**config.mk**
```make
export PLATFORM = sky130hd
export DESIGN_NAME = avalon_hex_writer_master_de1soc_flat
export DESIGN_NICKNAME = d
export VERILOG_FILES = /design/src/rtl/avalon_hex_writer_master_de1soc_if.sv /design/src/rtl/avalon_hex_writer_master_de1soc.sv /design/src/flat_wrapper.sv
export SDC_FILE = /design/constraint.sdc
export NUM_CORES = 1
export LEC_CHECK = 0
export CORE_AREA = 2 2 82 84
export CTS_BUF_LIST = sky130_fd_sc_hd__clkbuf_8 sky130_fd_sc_hd__clkbuf_16
export CTS_CLUSTER_DIAMETER = 80
export DETAILED_ROUTE_END_ITERATION = 8
export DIE_AREA = 0 0 84 86
export GPL_ROUTABILITY_DRIVEN = 0
export GPL_TIMING_DRIVEN = 0
export PLACE_DENSITY = 0.8
export SLEW_MARGIN = 0
export SYNTH_ARGS = -nofsm -noshare
export SYNTH_HDL_FRONTEND = slang
export SYNTH_SLANG_ARGS = --single-unit
```
**constraint.sdc**
```tcl
create_clock -name clk -period 2.64 [get_ports clk]
set_input_delay 0.528 -clock clk [delete_from_list [all_inputs] [get_ports clk]]
set_output_delay 0.528 -clock clk [all_outputs]
set_load 0.01 [all_outputs]
```
**src/rtl/avalon_hex_writer_master_de1soc_if.sv**
```systemverilog
// rtl/avalon_hex_writer_master_de1soc_if.sv - Avalon-MM write bus between the hex writer master and the display slave
interface avalon_hex_writer_master_de1soc_if;
  logic [2:0]  avm_address_o;
  logic [3:0]  avm_byteenable_o;
  logic        avm_write_o;
  logic [31:0] avm_writedata_o;
  logic        avm_waitrequest_i;

  modport master (
    output avm_address_o,
    output avm_byteenable_o,
    output avm_write_o,
    output avm_writedata_o,
    input  avm_waitrequest_i
  );

  modport slave (
    input  avm_address_o,
    input  avm_byteenable_o,
    input  avm_write_o,
    input  avm_writedata_o,
    output avm_waitrequest_i
  );
endinterface

```
**src/rtl/avalon_hex_writer_master_de1soc.sv**
```systemverilog
// rtl/avalon_hex_writer_master_de1soc.sv - Avalon-MM master writing changed hex digits to the DE1-SoC display slave
module avalon_hex_writer_master_de1soc #(
  parameter int NUM_SEGMENT = 6
) (
  input  logic                       clk,
  input  logic                       rst,
  input  logic [NUM_SEGMENT*4-1:0]   value_i,
  input  logic                       force_i,
  input  logic                       value_valid_i,
  output logic                       value_ready_o,
  avalon_hex_writer_master_de1soc_if.master avm,
  output logic                       busy_o,
  output logic                       done_o
);

  typedef enum logic [1:0] {
    S_IDLE  = 2'd0,
    S_CHECK = 2'd1,
    S_WRITE = 2'd2,
    S_DONE  = 2'd3
  } state_t;

  localparam logic [2:0] LAST_IDX = 3'(NUM_SEGMENT - 1);

  state_t                     state_q;
  state_t                     state_d;
  logic [2:0]                 idx_q;
  logic [NUM_SEGMENT*4-1:0]   val_q;
  logic                       force_q;
  logic [NUM_SEGMENT*4-1:0]   shadow_q;
  logic                       shadow_valid_q;

  logic [3:0]                 cur_digit;
  logic [3:0]                 shadow_digit;
  logic                       need_write;
  logic                       is_last;
  logic                       write_done;

  // Select the current digit and its shadow copy by the digit index
  always_comb begin
    cur_digit    = 4'd0;
    shadow_digit = 4'd0;
    for (int k = 0; k < NUM_SEGMENT; k++) begin
      if (idx_q == 3'(k)) begin
        cur_digit    = val_q[4*k +: 4];
        shadow_digit = shadow_q[4*k +: 4];
      end
    end
  end

  assign is_last    = (idx_q == LAST_IDX);
  assign need_write = force_q | ~shadow_valid_q | (cur_digit != shadow_digit);
  assign write_done = (state_q == S_WRITE) & ~avm.avm_waitrequest_i;

  // State register
  always_ff @(posedge clk or posedge rst) begin
    if (rst) begin
      state_q <= S_IDLE;
    end else begin
      state_q <= state_d;
    end
  end

  // Next-state decode
  always_comb begin
    state_d = state_q;
    case (state_q)
      S_IDLE: begin
        if (value_valid_i) state_d = S_CHECK;
      end
      S_CHECK: begin
        if (need_write)   state_d = S_WRITE;
        else if (is_last) state_d = S_DONE;
        else              state_d = S_CHECK;
      end
      S_WRITE: begin
        if (write_done) state_d = is_last ? S_DONE : S_CHECK;
      end
      S_DONE: begin
        state_d = S_IDLE;
      end
      default: state_d = S_IDLE;
    endcase
  end

  // Outputs decoded purely from registered state so waitrequest never reaches an output combinationally
  always_comb begin
    value_ready_o        = (state_q == S_IDLE);
    busy_o               = (state_q != S_IDLE);
    done_o               = (state_q == S_DONE);
    avm.avm_write_o      = (state_q == S_WRITE);
    avm.avm_address_o    = 3'd0;
    avm.avm_byteenable_o = 4'b0000;
    avm.avm_writedata_o  = 32'd0;
    if (state_q == S_WRITE) begin
      avm.avm_address_o    = idx_q;
      avm.avm_byteenable_o = 4'b0001;
      avm.avm_writedata_o  = {28'd0, cur_digit};
    end
  end

  // Datapath: captured value, digit index and the shadow of digits already on the display
  always_ff @(posedge clk or posedge rst) begin
    if (rst) begin
      idx_q          <= 3'd0;
      val_q          <= '0;
      force_q        <= 1'b0;
      shadow_q       <= '0;
      shadow_valid_q <= 1'b0;
    end else begin
      case (state_q)
        S_IDLE: begin
          if (value_valid_i) begin
            val_q   <= value_i;
            force_q <= force_i;
            idx_q   <= 3'd0;
          end
        end
        S_CHECK: begin
          if (!need_write && !is_last) idx_q <= idx_q + 3'd1;
        end
        S_WRITE: begin
          if (write_done) begin
            for (int k = 0; k < NUM_SEGMENT; k++) begin
              if (idx_q == 3'(k)) shadow_q[4*k +: 4] <= cur_digit;
            end
            if (!is_last) idx_q <= idx_q + 3'd1;
          end
        end
        S_DONE: begin
          shadow_valid_q <= 1'b1;
        end
        default: ;
      endcase
    end
  end

endmodule
```
**src/flat_wrapper.sv**
```systemverilog
// flat-port wrapper written by rule: the top's interface ports become plain ports
module avalon_hex_writer_master_de1soc_flat 
#(
  parameter int NUM_SEGMENT = 6
)
  (clk, rst, value_i, force_i, value_valid_i, value_ready_o, busy_o, done_o, avm_avm_address_o, avm_avm_byteenable_o, avm_avm_write_o, avm_avm_writedata_o, avm_avm_waitrequest_i);
  avalon_hex_writer_master_de1soc_if avm_i ();
  input  logic clk;
  input  logic rst;
  input  logic [NUM_SEGMENT*4-1:0] value_i;
  input  logic force_i;
  input  logic value_valid_i;
  output logic value_ready_o;
  output logic busy_o;
  output logic done_o;
  output wire logic [$bits(avm_i.avm_address_o)-1:0] avm_avm_address_o;
  output wire logic [$bits(avm_i.avm_byteenable_o)-1:0] avm_avm_byteenable_o;
  output wire logic [$bits(avm_i.avm_write_o)-1:0] avm_avm_write_o;
  output wire logic [$bits(avm_i.avm_writedata_o)-1:0] avm_avm_writedata_o;
  input wire logic [$bits(avm_i.avm_waitrequest_i)-1:0] avm_avm_waitrequest_i;
  assign avm_avm_address_o = avm_i.avm_address_o;
  assign avm_avm_byteenable_o = avm_i.avm_byteenable_o;
  assign avm_avm_write_o = avm_i.avm_write_o;
  assign avm_avm_writedata_o = avm_i.avm_writedata_o;
  assign avm_i.avm_waitrequest_i = avm_avm_waitrequest_i;
  avalon_hex_writer_master_de1soc #(.NUM_SEGMENT(NUM_SEGMENT)) u_core (.clk(clk), .rst(rst), .value_i(value_i), .force_i(force_i), .value_valid_i(value_valid_i), .value_ready_o(value_ready_o), .avm(avm_i), .busy_o(busy_o), .done_o(done_o));
endmodule
```
==> results by group, run 1 <==
Timing
  • Final Critical Period: 2.833 ns
  • Max Fclk: roughly 0.35 GHz
  • Fin crit share: 1.073
  • Final WS setup: -0.1932 ns
  • Clock Skew: between 0.006 and 0.007 ns
  • Worst Tran Pin Value: roughly 0.62 ns
  • Endpoints failing setup: 8
  • Hold_ws: between 0.4 and 0.5 ns
  • Endpoints failing hold: 0
  • Slew headroom: 0.5870
  • Max Slew Vio Count: 0
  • Unrepaired setup endpoints after global routing: yes

Yosys
  • Cell variety after synth: between 40 and 50
  • Number of synthesized flops with an enable pin: 0
  • Synth area leaders: dfrtp_1 43%, mux2_2 9.2%, buf_4 7.8%
  • Async S/R FF share, synth: 1.000
  • Share of the synthesized area in the top cell type: 0.4327
  • Yosys warns: 0
  • Top_reg_cell synth: dfrtp_1
  • Synth Area per Inst: ~10 sq um
  • Yosys reg bits: 55
  • Post-Syn Instances: between 300 and 400
  • Cell taking the most area after synthesis: dfrtp_1
  • Synth Cell Area: ~3200 sq um
  • Post-synthesis sequential area ratio: 0.4327

Finish
  • Most frequent cells in the layout: 54 x dfrtp_1, 51 x buf_4, 47 x nand2_1, 36 x clkdlybuf4s50_1
  • Number of diodes: 0
  • Layout cells sized above 1: 0.3150
  • Layout Utilization: 0.6749
  • Fillers: 452
  • Most common cell after layout, fill and taps aside: dfrtp_1
  • P&R area growth vs syn: 33.20%
  • Layout Nets: between 400 and 500

Clock network
  • Clk slew on worst S/H paths: around 0.10 ns
  • Clock Latency Late Sink: between 0.3 and 0.4 ns
  • Clock Sink Count: 55
  • Post-CTS Hold Buffers: 0
  • CTS Root Cell: clkbuf_8
  • CTS tree: yes
  • Depth of the CTS H-tree: 2
  • Cts bufs inserted: 5
  • Clk buf depth: 2

Critical path
  • Crit path DAT: about 2.3 ns
  • Worst EP required: 2.11 ns
  • Worst Path Max Fanout: 10
  • Buffers & Inverters on Critical Path: 3
  • Slowest CP cell: a222oi_1
  • Largest delay share family, worst path: compound AO/OA/AOI/OAI gates
  • Startpoint Class: flip-flop
  • Reg2reg path depth: 11
  • Critical Path End Type: output pin
  • Worst path depth: 9
  • CP Cell Sequence: buf_4 -> ha_4 -> buf_8 -> a21oi_4 -> o21ai_1 -> a222oi_1 -> a2bb2oi_4 -> nor2_1 -> buf_2
  • CP peak stage delay: about 0.45 ns
  • Worst Setup Path Type: reg2out

Drt
  • Final wirelength: about 8400 um
  • Initial detailed-routing violation count: between 200 and 250
  • Pre-antenna DRT Iters: 8
  • Post-DRT Antenna Nets: 0
  • Total number of vias: roughly 2700
  • Routed len/inst: between 15 and 20 um
  • Drt via density: between 5 and 6
  • # DRC: 0

Power and ir drop
  • Lkg Pwr: ~1.9 nW
  • Max VDD drop: 0.5832 mV
  • Pwr Density: ~1200 nW/um^2
  • Total power: about 0.005 W

Status
  • Run status: complete, but fails checks
  • Failing checks: negative setup slack

Global routing
  • Total GRT Usage: 0.2219
  • Largest net degree at the start of global routing: 34
  • Vias in the first global route: between 2000 and 3000
  • Grt ovf: 0
  • First-pass GRT wire length: about 13000 um
  • Antenna violations before repair: 0

Placed design
  • DP HPWL: between 5000 and 6000 um
  • Port Buffer Count: 40

Die
  • Starting Density: 0.5067
  • Num ports: just over 70
  • DIE WIDTH: 84 um
  • Die Ht: around 86 um
  • Core ar.: around 6300 sq um
  • Die area: slightly above 7000 sq um
  • Std cell rows: 29

Min path
  • Depth of the worst hold-timing path: 2
  • HP Class: reg2reg

Job
  • MaxCap Viol Count: 0
[layer usage]
layer | GRT usage | wire length, um | vias to the layer above
met2 | 0.3862 | 3998 | 170
met3 | 0.03657 | 607 | 36
met5 | 0 | 0 | -
li1 | - | - | 1226
met1 | 0.2756 | 3396 | 1309
met4 | 0.09238 | 444 | 0
[final cells by class]
type / instances / area, sq um / area share
Clock inverter: 2 / 12.51 / 0.002953
Tap cell: 77 / 96.34 / 0.02274
Inverter: 17 / 70.07 / 0.01654
Buffer: 44 / 351.6 / 0.08299
Clock buffer: 6 / 82.58 / 0.01949
Timing Repair Buffer: 63 / 599.3 / 0.1415
Multi-Input combinational cell: 232 / 1647 / 0.3887
Sequential cell: 55 / 1378 / 0.3252
[cells by family (layout without fill, tap and decap cells)]
kind of cell / after synthesis / count (layout) / synth area share
buffers and inverters: 62 / 132 / 0.1255
AND/OR/NAND/NOR: 85 / 85 / 0.1271
multiplexers: 29 / 29 / 0.1015
other: 1 / 31 / 0.001179
AO/OA/AOI/OAI: 73 / 73 / 0.1629
adder cells (fa/ha/maj): 9 / 9 / 0.03541
XOR/XNOR: 5 / 5 / 0.01377
flip-flops: 55 / 55 / 0.4327
[power breakdown]
group,switching [W],internal [W]
clock network,0.000288,0.000212
registers,0.000274,0.00120
logic,0.00145,0.00145
[final timing paths]
check,from,end,slack (ns)
worst max register to register,u_core.idx_q[0],u_core.state_q[1],-0.10
min in group asynchronous,rst,u_core.val_q[6],0.54
worst max-delay path,u_core.idx_q[0],avm_avm_writedata_o[3],-0.19
worst min register to register,u_core.shadow_q[11],u_core.shadow_q[11],0.49
worst min-delay path,u_core.shadow_q[11],u_core.shadow_q[11],0.49
max in group asynchronous,rst,u_core.idx_q[1],1.54
[synth_stat cells (2+ instances only)]
cell and count:
dfrtp_1 55, nand2_1 47, o21ai_0 35, buf_4 33, mux2_2 26, inv_1 16, nor2_1 12, a21oi_1 10
ha_1 9, nand3b_1 6, buf_6 5, nand3_1 5, buf_2 4, nand2b_1 4, xor2_1 4, a211oi_1 3
a221oi_2 3, clkbuf_1 3, mux2i_1 3, nor2b_1 3, o21ai_1 3, a21oi_2 2, a221oi_1 2, a32oi_1 2
nor3b_1 2, or2_2 2
[through the flow]
stage / cell area [sq um] / setup WS (ns) / instances / TNS [ns]
global route: 4237 / -0.2096 / 496 / -1.005
finish: 4237 / -0.1932 / 496 / -0.6313
floorplan: 3293 / 0.2406 / 349 / 0
global placement: 3790 / -0.5358 / 466 / -14.31
detailed placement: 3810 / -0.5724 / 467 / -3.310
CTS: 4106 / -0.1445 / 486 / -0.2453
[state kept, by name, indices dropped and copies added (netlist names)]
name and flops:
u_core.state_q 2, u_core.idx_q 3, u_core.shadow_q 24, u_core.shadow_valid_q 1
u_core.val_q 24, u_core.force_q 1
[worst reg2reg max path: stages (launching register included)]
cell	delay (ns)
dfrtp_1	0.42
inv_2	0.10
buf_12	0.14
ha_4	0.19
buf_8	0.14
a21oi_1	0.16
nor2_1	0.07
o311ai_1	0.49
xor2_2	0.17
nor4_4	0.39
nand3_1	0.13
a31o_1	0.24
[timing repair]
item / in CTS / in global routing
resized for setup: 34 / 21
endpoints found under the setup margin: 12 / 12
buffers inserted: 11 / 11
pin swaps: 7 / 11
cloned: 0 / 1
Power figures use the tool's default switching activity.
==> run 2, diff against run 1 <==
- SKIP_CTS_REPAIR_TIMING: not set -> 1
==> run 2 against run 1 <==
- the run still ends with negative setup slack left
- register-to-register slack gained 0.03 ns
- sequential power is essentially flat
- critical path depth grew 1
- routed wire length shrank 3.3%
- global-route usage shrank 2.0 points
- utilization grew 0.26 points
- non-clock buffer count grew 4
==> results by group, run 2 (synthesis gave the netlist of run 1 again) <==
Die
  • DIE WIDTH: between 80 and 90 um
  • Std cell rows: 29
  • Core ar.: about 6300 sq um
  • Die Ht: between 80 and 90 um
  • Starting Density: 0.5067
  • Num ports: between 70 and 80
  • Die area: roughly 7200 sq um

Critical path
  • R2R Path Start: u_core.idx_q[0]
  • Critical Path End Type: output pin
  • Crit path DAT: between 2 and 2.5 ns
  • Worst Setup Path Type: reg2out
  • Startpoint Class: flip-flop
  • Crit path from: u_core.idx_q[0]
  • Worst Path Max Fanout: 5
  • Worst EP required: around 2.1 ns

Placed design
  • Port Buffer Count: 40
  • Worst slack, placed: -0.5724 ns
  • DP Area: approximately 3800 sq um
  • DP HPWL: around 5400 um

Global routing
  • Met2 usage: 0.3549
  • Grt ovf: 0
  • Antenna violations before repair: 0
  • Total GRT Usage: 0.2020
  • Vias in the first global route: between 2000 and 2500
  • Most used routing layer: met2
  • Met1 GRT Util: 0.2554
  • First-pass GRT wire length: between 10000 and 15000 um
  • GR met3 Demand/Resource: 0.03561
  • Largest net degree at the start of global routing: 34

Drt
  • Drt via density: 5.388
  • Routed len/inst: approximately 16 um
  • Total number of vias: 2694
  • Post-DRT Antenna Nets: 0
  • Initial detailed-routing violation count: approximately 240
  • Pre-antenna DRT Iters: 5
  • # DRC: 0
  • Final wirelength: 8168 um

Timing
  • Endpoints failing setup: 8
  • Unrepaired setup endpoints after global routing: yes
  • Worst Tran Pin Value: between 0.6 and 0.7 ns
  • Max Slew Vio Count: 0
  • Max Fclk: 0.3545 GHz
  • Slew headroom: 0.5856
  • Fin crit share: 1.069
  • Final WS setup: -0.1809 ns
  • Endpoints failing hold: 0
  • Clock Skew: 0.007068 ns
  • Final Critical Period: roughly 2.8 ns

Power and ir drop
  • Pwr Density: 1127 nW/um^2
  • Lkg Pwr: roughly 1.9 nW
  • Max VDD drop: approximately 0.55 mV

Finish
  • Seq. cell area: around 1400 sq um
  • Layout Nets: 460
  • Most common cell after layout, fill and taps aside: buf_4
  • Number of diodes: 0
  • Regs by FF count: u_core.shadow_q x24, u_core.val_q x24, u_core.idx_q x3
  • P&R area growth vs syn: 33.71%
  • Layout Utilization: 0.6775
  • Layout cells sized above 1: 0.3191
  • Design area: between 4000 and 5000 sq um
  • Fillers: ~460
  • Most frequent cells in the layout: 56 x buf_4, 54 x dfrtp_1, 47 x nand2_1, 36 x clkdlybuf4s50_1
  • Multi-input logic area: around 1600 sq um

Min path
  • Hold path startpoint: u_core.shadow_q[11]
  • HP Class: reg2reg

Clock network
  • Clock Latency Late Sink: about 0.31 ns
  • Depth of the CTS H-tree: 2
  • Clk slew on worst S/H paths: approximately 0.1 ns
  • CTS tree: yes
  • Cts bufs inserted: 5
  • Clock Sink Count: 55
  • CTS Root Cell: clkbuf_8
  • Clk buf depth: 2

Job
  • MaxCap Viol Count: 0

Status
  • Failing checks: negative setup slack
  • Run status: complete, but fails checks
run 2: cell types whose count changed in the layout (fill, tap and decap cells not counted), sizes merged:
cell / previous run / this run
clkinvlp: 1 / 2
buf: 66 / 70
inv: 17 / 16
run 2: through the flow:
stage	instances	total power, W	TNS [ns]	hold slack [ns]
CTS	475	0.004110	-5.053	0.4902
finish	500	0.004794	-0.5854	0.4880
global placement	466	0.003524	-14.31	0.4568
detailed placement	467	0.003624	-3.310	0.4674
global route	500	0.005069	-1.678	0.5227
floorplan	349	0.003033	0	0.4407
run 2: cell type report:
cell class,count,area share
Timing Repair Buffer,67,0.1471
Sequential cell,55,0.3239
Tap cell,77,0.02265
Clock buffer,6,0.01942
Multi-Input combinational cell,232,0.3831
Inverter,17,0.01736
Clock inverter,2,0.002942
Buffer,44,0.08355
run 2: critical path, cell delays in order (launching register included):
cell	delay (ns)
dfrtp_2	0.44
inv_4	0.07
buf_12	0.13
ha_4	0.18
buf_8	0.14
nand2_1	0.06
o21ai_1	0.07
a222oi_1	0.47
a2bb2oi_4	0.23
nor2_1	0.06
buf_2	0.14
run 2: final timing paths:
check,slack [ns],end,depth (start not counted)
hold / removal,0.49,u_core.shadow_q[11],2
max in group asynchronous,1.52,u_core.idx_q[0],3
hold reg to reg,0.49,u_core.shadow_q[11],2
setup / recovery,-0.18,avm_avm_writedata_o[3],10
setup reg to reg,-0.07,u_core.state_q[1],10
min in group asynchronous,0.55,u_core.val_q[18],2
run 2: power by group:
part / total, W / internal [W] / switching [W]
combinational: 0.00281 / 0.00143 / 0.00139
sequential: 0.00149 / 0.00120 / 0.000283
clock: 0.000493 / 0.000212 / 0.000281
run 2: metal layers:
metal	part of all wire	up-vias	routed length, um
met1	0.40	1286	3283
met4	0.033	0	270
li1	-	1236	-
met3	0.070	30	573
met2	0.49	142	4041
met5	0	-	0
==> variant: new RTL, settings of run 1 <==
`NUM_SEGMENT` is set to 6 in 2 places; all go to 5.
--- a/src/rtl/avalon_hex_writer_master_de1soc.sv
+++ b/src/rtl/avalon_hex_writer_master_de1soc.sv
@@ -1,5 +1,5 @@
 // rtl/avalon_hex_writer_master_de1soc.sv - Avalon-MM master writing changed hex digits to the DE1-SoC display slave
 module avalon_hex_writer_master_de1soc #(
-  parameter int NUM_SEGMENT = 6
+  parameter int NUM_SEGMENT = 5
 ) (
   input  logic                       clk,
--- a/src/flat_wrapper.sv
+++ b/src/flat_wrapper.sv
@@ -2,5 +2,5 @@
 module avalon_hex_writer_master_de1soc_flat 
 #(
-  parameter int NUM_SEGMENT = 6
+  parameter int NUM_SEGMENT = 5
 )
   (clk, rst, value_i, force_i, value_valid_i, value_ready_o, busy_o, done_o, avm_avm_address_o, avm_avm_byteenable_o, avm_avm_write_o, avm_avm_writedata_o, avm_avm_waitrequest_i);
Interface: changed (resized value_i); port bits go from 72 to 68. The function was not compared with the original's and may differ.
==> variant against run 1 <==
The run still ends with negative setup slack left. Synthesized cell count down 15%. Total power down 13%. Design area down 14%. Fmax up 5.4%. Setup slack better by 0.14 ns. Via count down 19%. Hold slack better by 0.0051 ns. Clock power down 15%. Area after synthesis down 13%. Sequential cell count down 8. Routed wire length down 24%. Critical path type unchanged. Largest cell class unchanged. Largest power group unchanged.
==> variant: results (changes against run 1) <==
[metrics] cell area after placement: 3350 um2 (-12%)
[metrics] non-clock buffer total of the final layout: 92 (-14%)
[metrics] M1 WL: 2520 um (-26%)
[metrics] Port Buffers: 36 (-10%)
[metrics] final total negative setup slack: -0.163 ns (+0.469 ns)
[metrics] number of optimization iterations in the first detailed-route pass: 4 (-4)
[metrics] worst r2r path cells: 12 (+1)
[metrics] number of non-clock inverters: 16 (-1)
[metrics] met3 routing resource usage after global routing: 4.33% (+0.67 points)
[metrics] Non-clock buffering overhead: 21.3% (-1.1 points)
[metrics] number of design-rule violations left by the first detailed-router iteration: 141 (-37%)
[metrics] met1 Usage GRT: 22.0% (-5.6 points)
[metrics] result of the run: complete, but fails checks
[metrics] maximum fanout encountered on the critical timing path: 6 (-4)
[metrics] post-placement worst setup slack: -0.385 ns (+0.188 ns)
[metrics] final standard cell utilization of the core: 58.0% (-9.4 points)
[metrics] area of all sequential standard cells: 1180 um2 (-15%)
[metrics] number of standard cells in the final layout excluding fillers: 434 (-13%)
[metrics] total routing usage reported by global routing: 17.9% (-4.3 points)
[metrics] fin worst setup slack: -0.0491 ns (+0.144 ns)
[metrics] relative area of clock buffers and inverters in the final design: 2.34% (+0.091 points)
[metrics] setup skew after layout: 0.0105 ns (+0.00370 ns)
[metrics] top post-synthesis cells by count: dfrtp_1 (47), buf_4 (34), a21oi_1 (25)
[metrics] average routed wire per standard cell: 14.8 um (-13%)
[metrics] average vias per placed instance: 5.09 (-7.8%)
[metrics] via count of the first global-routing pass: 2046 (-23%)
[metrics] wire length of the first global-routing pass: 10100 um (-21%)
[metrics] Fillers: 532 (+18%)
[metrics] multi-input combinational cell count: 194 (-16%)
[metrics] violated checks: negative setup slack
[metrics] static leakage power: 1.68 nW (-12%)
[metrics] total of endpoints with negative setup slack in the final report: 5 (-3)
[metrics] final HPWL from detailed placement: 4420 um (-18%)
[metrics] Cell variety after synth: 42 (-8.7%)
[metrics] proportion of synthesized chip area in sequential cells: 42.6% (-0.62 points)
[metrics] largest cells by area after synthesis: dfrtp_1 (43%), buf_4 (9.3%), mux2_2 (6.1%)
[metrics] clock-pin slew reported for the worst setup and hold paths after clock tree synthesis: 0.08 ns (-0.02 ns)
variant: where the power goes:
| group | internal [mW] | leakage, nW | switching, mW | total [mW] |
|---|---|---|---|---|
| logic | 1.20 | 1.06 | 1.35 | 2.55 |
| registers | 1.05 | 0.576 | 0.223 | 1.27 |
| clock network | 0.181 | 0.0453 | 0.243 | 0.425 |
variant: worst max-delay path, stage by stage, from the launching register on:
cell	delay, ns
dfrtp_1	0.43
ha_2	0.22
ha_4	0.16
or2_1	0.23
buf_6	0.15
a221oi_4	0.23
buf_4	0.18
nor2_4	0.04
nor2b_1	0.10
buf_2	0.13
variant: path summary, 6_finish.rpt:
path | from | end | slack (ns)
hold reg to reg | u_core.shadow_q[12] | u_core.shadow_q[12] | 0.49
setup reg to reg | u_core.idx_q[0] | u_core.idx_q[2] | -0.04
setup / recovery | u_core.idx_q[0] | avm_avm_writedata_o[1] | -0.05
max in group asynchronous | rst | u_core.idx_q[2] | 1.61
hold / removal | u_core.shadow_q[12] | u_core.shadow_q[12] | 0.49
min in group asynchronous | rst | u_core.val_q[5] | 0.52
variant: cells by family after synthesis:
group	count (synthesis)	share of synthesized area, %
AND/OR/NAND/NOR	66	12.5
multiplexers	23	9.30
AO/OA/AOI/OAI	62	16.3
buffers and inverters	59	13.3
flip-flops	47	42.6
XOR/XNOR	3	1.77
adder cells (fa/ha/maj)	9	4.08
other	1	0.136
variant: repair_timing:
| item | in CTS | in global routing |
|---|---|---|
| pin swaps | 10 | 13 |
| cloned | 0 | 0 |
| buffers inserted | 10 | 2 |
| endpoints found under the setup margin | 9 | 9 |
| gates resized for setup | 26 | 16 |
